[src/rtl/one_to_eight_deserializer.sv]
// rtl/one_to_eight_deserializer.sv - 1:8 serial-to-byte deserializer with single-entry output hold
module one_to_eight_deserializer (
    input  logic       clk,
    input  logic       rst_n,
    input  logic       clr,
    input  logic       in_valid,
    input  logic       in_bit,
    input  logic       out_ready,
    output logic [7:0] OUT,
    output logic       out_valid,
    output logic [2:0] sel,
    output logic       busy,
    output logic       overrun
);

    typedef enum logic {
        IDLE    = 1'b0,
        COLLECT = 1'b1
    } state_e;

    state_e     state_q, state_d;
    logic [2:0] sel_q, sel_d;
    logic [6:0] slots_q, slots_d;
    logic [7:0] out_q, out_d;
    logic       out_valid_q, out_valid_d;
    logic       overrun_q, overrun_d;

    logic accept;
    logic complete;
    logic consume;
    logic load;
    logic drop;

    assign accept   = in_valid & ~clr;
    assign complete = accept & (sel_q == 3'd7);
    assign consume  = out_valid_q & out_ready;
    // A finished byte may load when the holding register is empty or emptied on this same edge.
    assign load     = complete & (~out_valid_q | out_ready);
    assign drop     = complete & out_valid_q & ~out_ready;

    always_ff @(posedge clk or negedge rst_n) begin
        if (!rst_n) begin
            state_q <= IDLE;
        end else begin
            state_q <= state_d;
        end
    end

    always_comb begin
        state_d = state_q;
        if (clr) begin
            state_d = IDLE;
        end else if (accept) begin
            state_d = (sel_q == 3'd7) ? IDLE : COLLECT;
        end
    end

    always_comb begin
        busy = (state_q == COLLECT);
    end

    always_comb begin
        sel_d       = sel_q;
        slots_d     = slots_q;
        out_d       = out_q;
        out_valid_d = out_valid_q;
        overrun_d   = overrun_q;

        if (clr) begin
            sel_d = 3'd0;
        end else if (accept) begin
            sel_d = sel_q + 3'd1;
            if (sel_q != 3'd7) begin
                slots_d[sel_q] = in_bit;
            end
        end

        if (load) begin
            out_d       = {in_bit, slots_q};
            out_valid_d = 1'b1;
        end else if (consume) begin
            out_valid_d = 1'b0;
        end

        if (clr) begin
            overrun_d = 1'b0;
        end else if (drop) begin
            overrun_d = 1'b1;
        end
    end

    always_ff @(posedge clk or negedge rst_n) begin
        if (!rst_n) begin
            sel_q       <= 3'd0;
            slots_q     <= 7'd0;
            out_q       <= 8'h00;
            out_valid_q <= 1'b0;
            overrun_q   <= 1'b0;
        end else begin
            sel_q       <= sel_d;
            slots_q     <= slots_d;
            out_q       <= out_d;
            out_valid_q <= out_valid_d;
            overrun_q   <= overrun_d;
        end
    end

    assign OUT       = out_q;
    assign out_valid = out_valid_q;
    assign sel       = sel_q;
    assign overrun   = overrun_q;

endmodule
[config.mk]
export PLATFORM = sky130hd
export DESIGN_NAME = one_to_eight_deserializer
export DESIGN_NICKNAME = d
export VERILOG_FILES = /design/src/rtl/one_to_eight_deserializer.sv
export SDC_FILE = /design/constraint.sdc
export NUM_CORES = 1
export LEC_CHECK = 0
export BUFFER_PORTS_ARGS = -buffer_cell sky130_fd_sc_hd__buf_2
export CELL_PAD_IN_SITES_DETAIL_PLACEMENT = 0
export CELL_PAD_IN_SITES_GLOBAL_PLACEMENT = 2
export CORE_UTILIZATION = 31
export DETAILED_ROUTE_END_ITERATION = 12
export HOLD_SLACK_MARGIN = 0.15
export PLACE_DENSITY_LB_ADDON = 0.3
export SKIP_CTS_REPAIR_TIMING = 1
export SYNTH_ARGS = -nofsm -noshare
export SYNTH_HDL_FRONTEND = slang
export SYNTH_SLANG_ARGS = --single-unit
[constraint.sdc]
create_clock -name clk -period 1.72 [get_ports clk]
set_input_delay 0.43 -clock clk [delete_from_list [all_inputs] [get_ports clk]]
set_output_delay 0.43 -clock clk [all_outputs]
set_load 0.005 [all_outputs]
==> summary.md, run 1 <==
| Metric | Value |
|---|---|
| Post-detail-place hpwl | `1084 µm` |
| Post-layout util | `0.4043` |
| Crit path to | `slots_q[5]$_DFFE_PN0P_` |
| Logic gate share of total power | `0.123` |
| Crit-path cells | `ha_1 > ha_4 > nor4b_4 > nand3_1 > mux2_4` |
| Die Height | `56.17 µm` |
| Outcome | `finished, final reports clean` |
| Total wire length | `~1500 µm` |
| Final Max Tran Viols | `0` |
| Area leader, netlist | `dfrtp_1` |
| Worst setup EP type | `flop` |
| I/O pins | `20` |
| Cell-internal power | `0.6815 mW` |
| Clock buffer depth | `2` |
| Num rows | `19` |
| Synth warn | `0` |
| Top-area cell type share of the netlist area | `0.5777` |
| Starting DRT DRC Count | `5` |
| Port buffer count | `19` |
| Share of cells above drive strength 1 | `0.4839` |
| Synth Area per Inst | `13.78 µm²` |
| Distinct cell type count after synthesis | `18` |
| Largest fanout on the critical path | `5` |
| Reg2Reg Setup Slack | `70 ps` |
| Final Hold Fails | `0` |
| Largest net degree at the start of global routing | `22` |
| Sum Neg Setup Slack | `0 ps` |
| Kind of critical path | `reg2reg` |
| Reg2reg end | `slots_q[5]$_DFFE_PN0P_` |
| Crit path time final | `approximately 1600 ps` |
| Most common cell after layout, fill and taps aside | `dfrtp_1` |
| H-Tree Depth | `1` |
| PD cells | `just under 800 mW/mm²` |
| Largest cells by area after synthesis | `dfrtp_1, mux2_2, mux2i_1` |
| Tot Pwr | `0.8854 mW` |
| Cts bufs inserted | `3` |
| Post-synthesis instance area | `909.6 µm²` |
| Slowest cell on the critical path | `dfrtp_1` |
| Clock Latency Late Sink | `approximately 300 ps` |
| Drt pass-1 iters | `4` |
| R2R Path Start | `sel[0]$_DFFE_PN0P_` |
| Vias | `559` |
| Total Nets Final | `102` |
| R2R depth | `5` |
| Remaining global-route overflow | `0` |
| CP Launch Type | `flop` |
| Antenna cell count | `0` |
| Syn Inst Count | `66` |
| Area Growth Syn to Fin | `22.56%` |
| Max stage delay on crit path | `400 ps` |
| Vias in the first global route | `550` |
| Wire length of the first global-routing pass | `2566 µm` |
| Worst slew margin | `0.6885` |
| Die area | `0.003155 mm²` |
| Seq pwr share | `0.619` |
| Initial Util | `0.3299` |
| Total global-route track usage | `0.1076` |
| Required time worst endpoint | `about 1900 ps` |
| NetSw | `0.2039 mW` |
| Slew @ Worst Pin | `467.2 ps` |
| Crit share post-route | `0.9569` |
| TritonCTS clock tree | `built` |
| CTS root buffer | `clkbuf_4` |
| Worst Setup SP | `sel[0]$_DFFE_PN0P_` |
| Seq cells post-synth | `21` |
| Horiz. Die Dim | `56.17 µm` |
| Via-to-Cell Ratio | `4.508` |
| # setup viols final | `0` |
| Routability Congestion | `0.6933` |
| Hold Path Class | `in2reg` |
| CTS clk-pin slew, worst paths | `110 ps` |
| Static Leakage | `0.5861 nW` |
| Post-Place Setup Slack | `24.77 ps` |
| Sequential fraction of the synthesis area | `0.5777` |
| Max-cap violation count | `0` |
| Syn nets | `74` |
| Core footprint | `0.002758 mm²` |
| Clock Skew | `3.807 ps` |
| WL/cell | `11.78 µm` |
| Initial antenna violation count | `0` |
| Final worst slack | `74.10 ps` |
| Arr. time, crit path | `1840 ps` |
| Peak supply drop | `0.0006384 V` |
| DRC | `0` |
| Most frequent cells in the layout | `dfrtp_1, buf_2, mux2_2` |
| FMAX | `0.6076 GHz` |
| Antenna viol nets, final | `0` |
| Switch share | `0.2303` |
| Unrepaired setup endpoints after global routing | `no` |
| Clock power frac | `0.258` |
| Worst hold path depth | `2` |
| Clk sinks | `21` |
==> power groups by stage <==
stage	clock network, mW	registers, mW	logic [mW]
5_1_grt	0.273	0.553	0.124
2_1_floorplan	0	0.560	0.0581
3_3_place_gp	0	0.558	0.105
6_report	0.228	0.548	0.109
3_5_place_dp	0	0.559	0.105
4_1_cts	0.245	0.549	0.106
==> critical path: cells and delay by family (launching register included) <==
family | cells | cell delay [ps]
muxes | 1 | 300
and+or+nand+nor | 2 | 420
adders and majority gates | 2 | 420
DFF | 1 | 400
==> synthesized netlist by cell type <==
cell type and number:
a31oi_1 1, and4bb_2 1, buf_4 1, dfrtp_1 21, ha_1 2, inv_1 1, mux2_2 14, mux2_4 1
mux2i_1 3, nand2_1 6, nand2b_1 1, nand3_1 1, nand3b_1 1, nor2_1 6, nor2_4 1, nor2b_1 3
nor4b_4 1, xnor2_1 1
==> sequential cells by signal (all words and copies together), names as in the netlist <==
| register | cells |
|---|---|
| slots_q | 7 |
| overrun | 1 |
| busy | 1 |
| OUT | 8 |
| out_valid | 1 |
| sel | 3 |
==> worst min path at each step <==
| stage | to | from |
|---|---|---|
| floorplan | OUT[0]$_DFFE_PN0P_ | rst_n |
| global placement | overrun$_DFFE_PN0P_ | rst_n |
| detailed placement | overrun$_DFFE_PN0P_ | rst_n |
| CTS | sel[1]$_DFFE_PN0P_ | rst_n |
| global route | sel[0]$_DFFE_PN0P_ | clr |
| finish | sel[1]$_DFFE_PN0P_ | clr |
==> cell families (layout without fill, tap and decap cells) <==
family,after synthesis,count (layout),synth area share
XOR/XNOR,1,1,0.009630
multiplexers,18,18,0.2228
adder cells (fa/ha/maj),2,2,0.02751
flip-flops,21,21,0.5777
AO/OA/AOI/OAI,1,1,0.006882
AND/OR/NAND/NOR,21,21,0.1430
buffers and inverters,2,29,0.01238
==> cell type report <==
class | count | area [µm²]
clock buffer | 4 | 26.28
timing repair buffer | 24 | 135.1
tap | 31 | 38.79
fill | 282 | 1643
sequential | 21 | 525.5
inverter | 1 | 3.754
multi-input combinational | 43 | 385.4
==> metal layers <==
metal,part of all wire,track usage
met1,0.47,0.1395
met4,0.0089,0.03136
met3,0.053,0.04884
met5,0,0
met2,0.46,0.1616
==> per-stage QoR <==
stage,cell area [µm²],cells,hold slack (ps)
after global placement,1061,118,411.5
after detailed placement,1061,118,412.2
final,1115,124,400.3
after floorplan,912.1,66,134.4
after global routing,1115,124,386.0
after CTS,1087,122,78.90
No activity file was read; power rests on OpenSTA's default activity.
==> inputs of run 2 (changes only) <==
--- a/config.mk
+++ b/config.mk
@@ -8,11 +8,14 @@
 export BUFFER_PORTS_ARGS = -buffer_cell sky130_fd_sc_hd__buf_2
 export CELL_PAD_IN_SITES_DETAIL_PLACEMENT = 0
 export CELL_PAD_IN_SITES_GLOBAL_PLACEMENT = 2
-export CORE_UTILIZATION = 31
+export CORE_ASPECT_RATIO = 0.75
+export CORE_UTILIZATION = 33
+export CTS_BUF_LIST = sky130_fd_sc_hd__clkbuf_4 sky130_fd_sc_hd__clkbuf_8
 export DETAILED_ROUTE_END_ITERATION = 12
 export HOLD_SLACK_MARGIN = 0.15
 export PLACE_DENSITY_LB_ADDON = 0.3
 export SKIP_CTS_REPAIR_TIMING = 1
+export SLEW_MARGIN = 20
 export SYNTH_ARGS = -nofsm -noshare
 export SYNTH_HDL_FRONTEND = slang
 export SYNTH_SLANG_ARGS = --single-unit
==> summary.md, run 2 (synthesis gave the netlist of run 1 again) <==
| Metric | Value |
|---|---|
| CP bufs+invs | `0 (unchanged)` |
| Wire length of the first global-routing pass | `2318 µm (was 2566 µm)` |
| I/O pins | `20 (unchanged)` |
| Area Growth Syn to Fin | `24.48% (was 22.56%)` |
| Drt pass-1 iters | `2 (was 4)` |
| CTS root buffer | `clkbuf_4 (unchanged)` |
| Die Height | `47.47 µm (was 56.17 µm)` |
| Slew @ Worst Pin | `469.8 ps (was 467.2 ps)` |
| CP Launch Type | `flop (unchanged)` |
| Final Max Tran Viols | `0 (unchanged)` |
| Die area | `0.002973 mm² (was 0.003155 mm²)` |
| Post-layout util | `0.4351 (was 0.4043)` |
| Most common cell after layout, fill and taps aside | `dfrtp_1 (unchanged)` |
| Static Leakage | `0.5935 nW (was 0.5861 nW)` |
| TritonCTS clock tree | `built (unchanged)` |
| Arr. time, crit path | `1840 ps (about the same)` |
| Clock Skew | `6.362 ps (was 3.807 ps)` |
| H-Tree Depth | `1 (unchanged)` |
| Worst slew margin | `0.6868 (was 0.6885)` |
| Seq pwr share | `0.608 (was 0.619)` |
| Fin Hold WS | `403.7 ps (was 400.3 ps)` |
| Switch share | `0.2284 (was 0.2303)` |
| Cell-internal power | `0.6978 mW (was 0.6815 mW)` |
| Vias in the first global route | `470 (was 550)` |
| Initial antenna violation count | `0 (unchanged)` |
| Initial Util | `0.3495 (was 0.3299)` |
| CTS clk-pin slew, worst paths | `110 ps (about the same)` |
| Peak supply drop | `0.0004770 V (was 0.0006384 V)` |
| Cts bufs inserted | `3 (unchanged)` |
| Delay-heaviest family, CP | `adder cells (unchanged)` |
| Outcome | `finished, final reports clean (unchanged)` |
| Vias | `572 (was 559)` |
| Total wire length | `1466 µm (was 1461 µm)` |
| Sum Neg Setup Slack | `0 ps (unchanged)` |
| Total global-route track usage | `0.1060 (was 0.1076)` |
| Most frequent cells in the layout | `dfrtp_1, buf_2, mux2_2 (unchanged)` |
| Clock power frac | `0.271 (was 0.258)` |
| Core footprint | `0.002603 mm² (was 0.002758 mm²)` |
| Post-Place Setup Slack | `40.54 ps (was 24.77 ps)` |
| Final worst slack | `81.37 ps (was 74.10 ps)` |
| Clk sinks | `21 (unchanged)` |
| Kind of critical path | `reg2reg (unchanged)` |
| DRC | `0 (unchanged)` |
| Slowest cell on the critical path | `dfrtp_1 (unchanged)` |
| Worst setup EP type | `flop (unchanged)` |
| Clock buffer depth | `2 (unchanged)` |
| Routability Congestion | `0.6977 (was 0.6933)` |
| Area of the multi-input gates | `385.4 µm² (unchanged)` |
| PD cells | `798.7 mW/mm² (was 794.2 mW/mm²)` |
| Via-to-Cell Ratio | `4.400 (was 4.508)` |
| WL/cell | `11.28 µm (was 11.78 µm)` |
| Hold Path Class | `in2reg (unchanged)` |
| Required time worst endpoint | `1920 ps (was 1910 ps)` |
| Total Nets Final | `103 (was 102)` |
| Share of cells above drive strength 1 | `0.5000 (was 0.4839)` |
| Num rows | `16 (was 19)` |
| Horiz. Die Dim | `62.63 µm (was 56.17 µm)` |
| Crit-path cells | `ha_1 > ha_4 > nor4b_4 > nand3_1 > mux2_4 (unchanged)` |
| Starting DRT DRC Count | `7 (was 5)` |
| Final Hold Fails | `0 (unchanged)` |
| Port buffer count | `19 (unchanged)` |
| Max stage delay on crit path | `400 ps (about the same)` |
| Register area | `525.5 µm² (unchanged)` |
| Clock Latency Late Sink | `300 ps (about the same)` |
| Remaining global-route overflow | `0 (unchanged)` |
| FMAX | `0.6103 GHz (was 0.6076 GHz)` |
| NetSw | `0.2066 mW (was 0.2039 mW)` |
| # setup viols final | `0 (unchanged)` |
| Post-detail-place hpwl | `1056 µm (was 1084 µm)` |
| Max-cap violation count | `0 (unchanged)` |
| Fill cells | `266 (was 282)` |
| Logic gate share of total power | `0.121 (was 0.123)` |
| Largest register FFs | `8 (unchanged)` |
| Crit share post-route | `0.9527 (was 0.9569)` |
| Antenna viol nets, final | `0 (unchanged)` |
| Crit path time final | `1639 ps (was 1646 ps)` |
| Antenna cell count | `0 (unchanged)` |
| Largest fanout on the critical path | `5 (unchanged)` |
| Largest net degree at the start of global routing | `22 (unchanged)` |
==> run 2: worst paths after layout <==
| check | start | to | slack, ps | cells past startpoint |
|---|---|---|---|---|
| setup / recovery | sel[0]$_DFFE_PN0P_ | slots_q[5]$_DFFE_PN0P_ | 80 | 5 |
| hold / removal | clr | overrun$_DFFE_PN0P_ | 400 | 2 |
| setup reg to reg | sel[0]$_DFFE_PN0P_ | slots_q[5]$_DFFE_PN0P_ | 80 | 5 |
| hold reg to reg | OUT[5]$_DFFE_PN0P_ | OUT[5]$_DFFE_PN0P_ | 510 | 1 |
| max in group asynchronous | rst_n | sel[1]$_DFFE_PN0P_ | 790 | 2 |
| min in group asynchronous | rst_n | busy$_DFFE_PN0P_ | 600 | 2 |
==> run 2: final cells by class <==
| class | instances | area share |
|---|---|---|
| Clock buffer | 4 | 0.02652 |
| Inverter | 1 | 0.003315 |
| Multi-Input combinational cell | 43 | 0.3403 |
| Sequential cell | 21 | 0.4641 |
| Tap cell | 36 | 0.03978 |
| Timing Repair Buffer | 25 | 0.1260 |
==> run 2: through the flow <==
stage	power, mW	area (µm²)	instances
5_1_grt	0.9579	1132	130
4_1_cts	0.9160	1097	127
2_1_floorplan	0.6178	912.1	66
6_report	0.9044	1132	130
3_5_place_dp	0.6638	1067	123
3_3_place_gp	0.6626	1067	123
==> run 2: power by group through the flow <==
stage          clock network, mW  registers (mW)  logic (mW)
6_report                   0.245           0.549       0.110
5_1_grt                    0.282           0.554       0.122
4_1_cts                    0.262           0.549       0.106
3_5_place_dp                   0           0.559       0.105
3_3_place_gp                   0           0.559       0.104
2_1_floorplan                  0           0.560      0.0581
==> run 2: layer usage <==
layer  part of all wire  global-route usage  up-vias
met5                  0                   0        -
met3              0.062             0.05238        0
met2               0.43              0.1500       12
met1               0.51              0.1488      277
met4                  0             0.01395        0
li1                   -                   -      283
==> inputs of run 3 (changes only) <==
--- a/config.mk
+++ b/config.mk
@@ -5,15 +5,18 @@
 export SDC_FILE = /design/constraint.sdc
 export NUM_CORES = 1
 export LEC_CHECK = 0
+export ABC_AREA = 1
 export BUFFER_PORTS_ARGS = -buffer_cell sky130_fd_sc_hd__buf_2
 export CELL_PAD_IN_SITES_DETAIL_PLACEMENT = 0
 export CELL_PAD_IN_SITES_GLOBAL_PLACEMENT = 2
 export CORE_ASPECT_RATIO = 0.75
-export CORE_UTILIZATION = 33
+export CORE_MARGIN = 2
+export CORE_UTILIZATION = 29
 export CTS_BUF_LIST = sky130_fd_sc_hd__clkbuf_4 sky130_fd_sc_hd__clkbuf_8
 export DETAILED_ROUTE_END_ITERATION = 12
 export HOLD_SLACK_MARGIN = 0.15
 export PLACE_DENSITY_LB_ADDON = 0.3
+export REMOVE_ABC_BUFFERS = 1
 export SKIP_CTS_REPAIR_TIMING = 1
 export SLEW_MARGIN = 20
 export SYNTH_ARGS = -nofsm -noshare
==> summary.md, run 3 <==
| Metric | Value |
|---|---|
| Outcome | `finished, final reports clean (unchanged)` |
| Worst setup EP type | `flop (unchanged)` |
| WL/cell | `11.15 µm (was 11.28 µm)` |
| Via-to-Cell Ratio | `4.402 (was 4.400)` |
| Post-synth EDFFs | `0 (unchanged)` |
| Largest fanout on the critical path | `5 (unchanged)` |
| Hold Path Class | `in2async (was in2reg)` |
| Remaining global-route overflow | `0 (unchanged)` |
| Post-Synth Simple-Gate Area | `0.3581 (was 0.1431)` |
| Initial antenna violation count | `0 (unchanged)` |
| CTS clk-pin slew, worst paths | `80 ps (was 110 ps)` |
| Required time worst endpoint | `1880 ps (was 1920 ps)` |
| Clk sinks | `21 (unchanged)` |
| # setup viols final | `0 (unchanged)` |
| Area of the multi-input gates | `396.6 µm² (was 385.4 µm²)` |
| Fin Hold WS | `117.2 ps (was 403.7 ps)` |
| Top-area cell type share of the netlist area | `0.5469 (was 0.5777)` |
| Syn Inst Count | `112 (was 66)` |
| TritonCTS clock tree | `built (unchanged)` |
| Die Height | `53.85 µm (was 47.47 µm)` |
| DRC | `0 (unchanged)` |
| Arr. time, crit path | `1700 ps (was 1840 ps)` |
| Final Hold Fails | `0 (unchanged)` |
| CTS root buffer | `clkbuf_8 (was clkbuf_4)` |
| Most frequent cells in the layout | `nand2_1, dfrtp_1, buf_2 (was dfrtp_1, buf_2, mux2_2)` |
| Static Leakage | `0.6619 nW (was 0.5935 nW)` |
| Worst slew margin | `0.6751 (was 0.6868)` |
| Num rows | `18 (was 16)` |
| Post-synthesis async set-or-reset flop share | `1.000 (unchanged)` |
| Largest family of logic cells by synthesized area | `simple AND/OR/NAND/NOR gates (was multiplexers)` |
| FMAX | `0.6491 GHz (was 0.6103 GHz)` |
| Fill cells | `351 (was 266)` |
| Synth Area in Compound Gates | `0.02865 (was 0.006878)` |
| Kind of critical path | `reg2reg (unchanged)` |
| Largest cells by area after synthesis | `dfrtp_1, nand2_1, nand3_1 (was dfrtp_1, mux2_2, mux2i_1)` |
| H-Tree Depth | `1 (unchanged)` |
| Port buffer count | `19 (unchanged)` |
| Routability Congestion | `0.6854 (was 0.6977)` |
| Slew @ Worst Pin | `487.4 ps (was 469.8 ps)` |
| Most common cell after layout, fill and taps aside | `nand2_1 (was dfrtp_1)` |
| Synth Area in XOR/XNOR | `0 (was 0.009629)` |
| Wire length of the first global-routing pass | `3256 µm (was 2318 µm)` |
| Tot Pwr | `0.9748 mW (was 0.9044 mW)` |
| Max-cap violation count | `0 (unchanged)` |
| Cts bufs inserted | `3 (unchanged)` |
| Unrepaired setup endpoints after global routing | `no` |
| Area Growth Syn to Fin | `19.79% (was 24.48%)` |
| Sum Neg Setup Slack | `0 ps (unchanged)` |
| Post-detail-place hpwl | `1472 µm (was 1056 µm)` |
| Total Nets Final | `143 (was 103)` |
| I/O pins | `20 (unchanged)` |
| Die area | `0.003795 mm² (was 0.002973 mm²)` |
| Register area | `525.5 µm² (unchanged)` |
| Share of cells above drive strength 1 | `0.2537 (was 0.5000)` |
| Horiz. Die Dim | `70.47 µm (was 62.63 µm)` |
| Largest register FFs | `8 (unchanged)` |
| Final Max Tran Viols | `0 (unchanged)` |
| Distinct cell type count after synthesis | `16 (was 18)` |
| Antenna viol nets, final | `0 (unchanged)` |
| Synth warn | `0 (unchanged)` |
| Starting DRT DRC Count | `53 (was 7)` |
| Post-layout util | `0.3574 (was 0.4351)` |
| Area leader, netlist | `dfrtp_1 (unchanged)` |
| Synth Area per Inst | `8.580 µm² (was 13.78 µm²)` |
| Synth cell count leaders | `nand2_1, dfrtp_1, nand3_1 (was dfrtp_1, mux2_2, nand2_1, nor2_1)` |
| Sequential fraction of the synthesis area | `0.5469 (was 0.5777)` |
| CP Launch Type | `flop (unchanged)` |
| Clock buffer depth | `2 (unchanged)` |
| Seq cells post-synth | `21 (unchanged)` |
| Clock Latency Late Sink | `260 ps (was 300 ps)` |
| Largest net degree at the start of global routing | `22 (unchanged)` |
| Total wire length | `1940 µm (was 1466 µm)` |
| Peak supply drop | `0.0004841 V (was 0.0004770 V)` |
| Clock Skew | `3.490 ps (was 6.362 ps)` |
| Crit path time final | `1541 ps (was 1639 ps)` |
| Drt pass-1 iters | `4 (was 2)` |
| PD cells | `846.8 mW/mm² (was 798.7 mW/mm²)` |
| Crit share post-route | `0.8957 (was 0.9527)` |
| Vias | `766 (was 572)` |
| Multiplexer share of the synthesized area | `0 (was 0.2228)` |
| Most numerous cell in the Yosys netlist | `nand2_1 (was dfrtp_1)` |
| Vias in the first global route | `673 (was 470)` |
| Core footprint | `0.003221 mm² (was 0.002603 mm²)` |
| Post-synthesis instance area | `960.9 µm² (was 909.6 µm²)` |
| Initial Util | `0.2984 (was 0.3495)` |
| Post-synthesis adder-cell area fraction | `0.02604 (was 0.02751)` |
| Leading register cell type out of synthesis | `dfrtp_1 (unchanged)` |
| Antenna cell count | `0 (unchanged)` |
| Total global-route track usage | `0.1140 (was 0.1060)` |
-- run 3: stage by stage --
step	worst slack, ps	std cells	cell area (µm²)
floorplan	223.9	110	952.2
global placement	236.9	170	1105
detailed placement	190.2	170	1105
CTS	179.1	174	1151
global route	56.20	174	1151
finish	179.4	174	1151
-- run 3: path summary, 6_finish.rpt --
| check | start | to | slack [ps] | depth (start not counted) |
|---|---|---|---|---|
| setup reg to reg | sel[1]$_DFFE_PN0P_ | slots_q[1]$_DFFE_PN0P_ | 180 | 8 |
| hold / removal | rst_n | OUT[6]$_DFFE_PN0P_ | 120 | 1 |
| min in group clk | clr | overrun$_DFFE_PN0P_ | 450 | 4 |
| max in group asynchronous | rst_n | slots_q[4]$_DFFE_PN0P_ | 1270 | 1 |
| setup / recovery | sel[1]$_DFFE_PN0P_ | slots_q[1]$_DFFE_PN0P_ | 180 | 8 |
| hold reg to reg | OUT[1]$_DFFE_PN0P_ | OUT[1]$_DFFE_PN0P_ | 470 | 2 |
-- run 3: where the power goes --
part	switching, mW	internal (mW)	total, mW
clock	0.165	0.162	0.327
sequential	0.0227	0.529	0.552
combinational	0.0614	0.0343	0.0957
-- run 3: worst max-delay path: stages, from the launching register on --
cell     delay, ps
dfrtp_1        420
ha_1           200
ha_1           250
inv_2          130
nand2_1         60
nor2_1         190
nand2_1         80
nand2_1         60
nand2_1         50
-- run 3: layout make-up --
cell class | count | area share
flip-flops and latches | 21 | 0.4565
repair buffers | 20 | 0.08913
multi-input cells | 81 | 0.3446
clock inverters | 1 | 0.004348
clock buffers | 3 | 0.03587
inverters | 8 | 0.02609
well taps | 40 | 0.04348
-- run 3: routing by layer --
metal | share of wire | routed length (µm) | global-route usage | up-vias
met3 | 0.049 | 95 | 0.04682 | 2
met2 | 0.41 | 802 | 0.1682 | 13
li1 | - | - | - | 402
met5 | 0 | 0 | 0 | -
met4 | 0.0036 | 7 | 0.01923 | 0
met1 | 0.53 | 1035 | 0.1590 | 349
-- run 3: kinds of logic (layout without fill, tap and decap cells) --
logic type | after synthesis | in the layout
AOI/OAI and AO/OA | 5 | 5
buffers and inverters | 10 | 32
and+or+nand+nor | 74 | 74
DFF | 21 | 21
adders and majority gates | 2 | 2
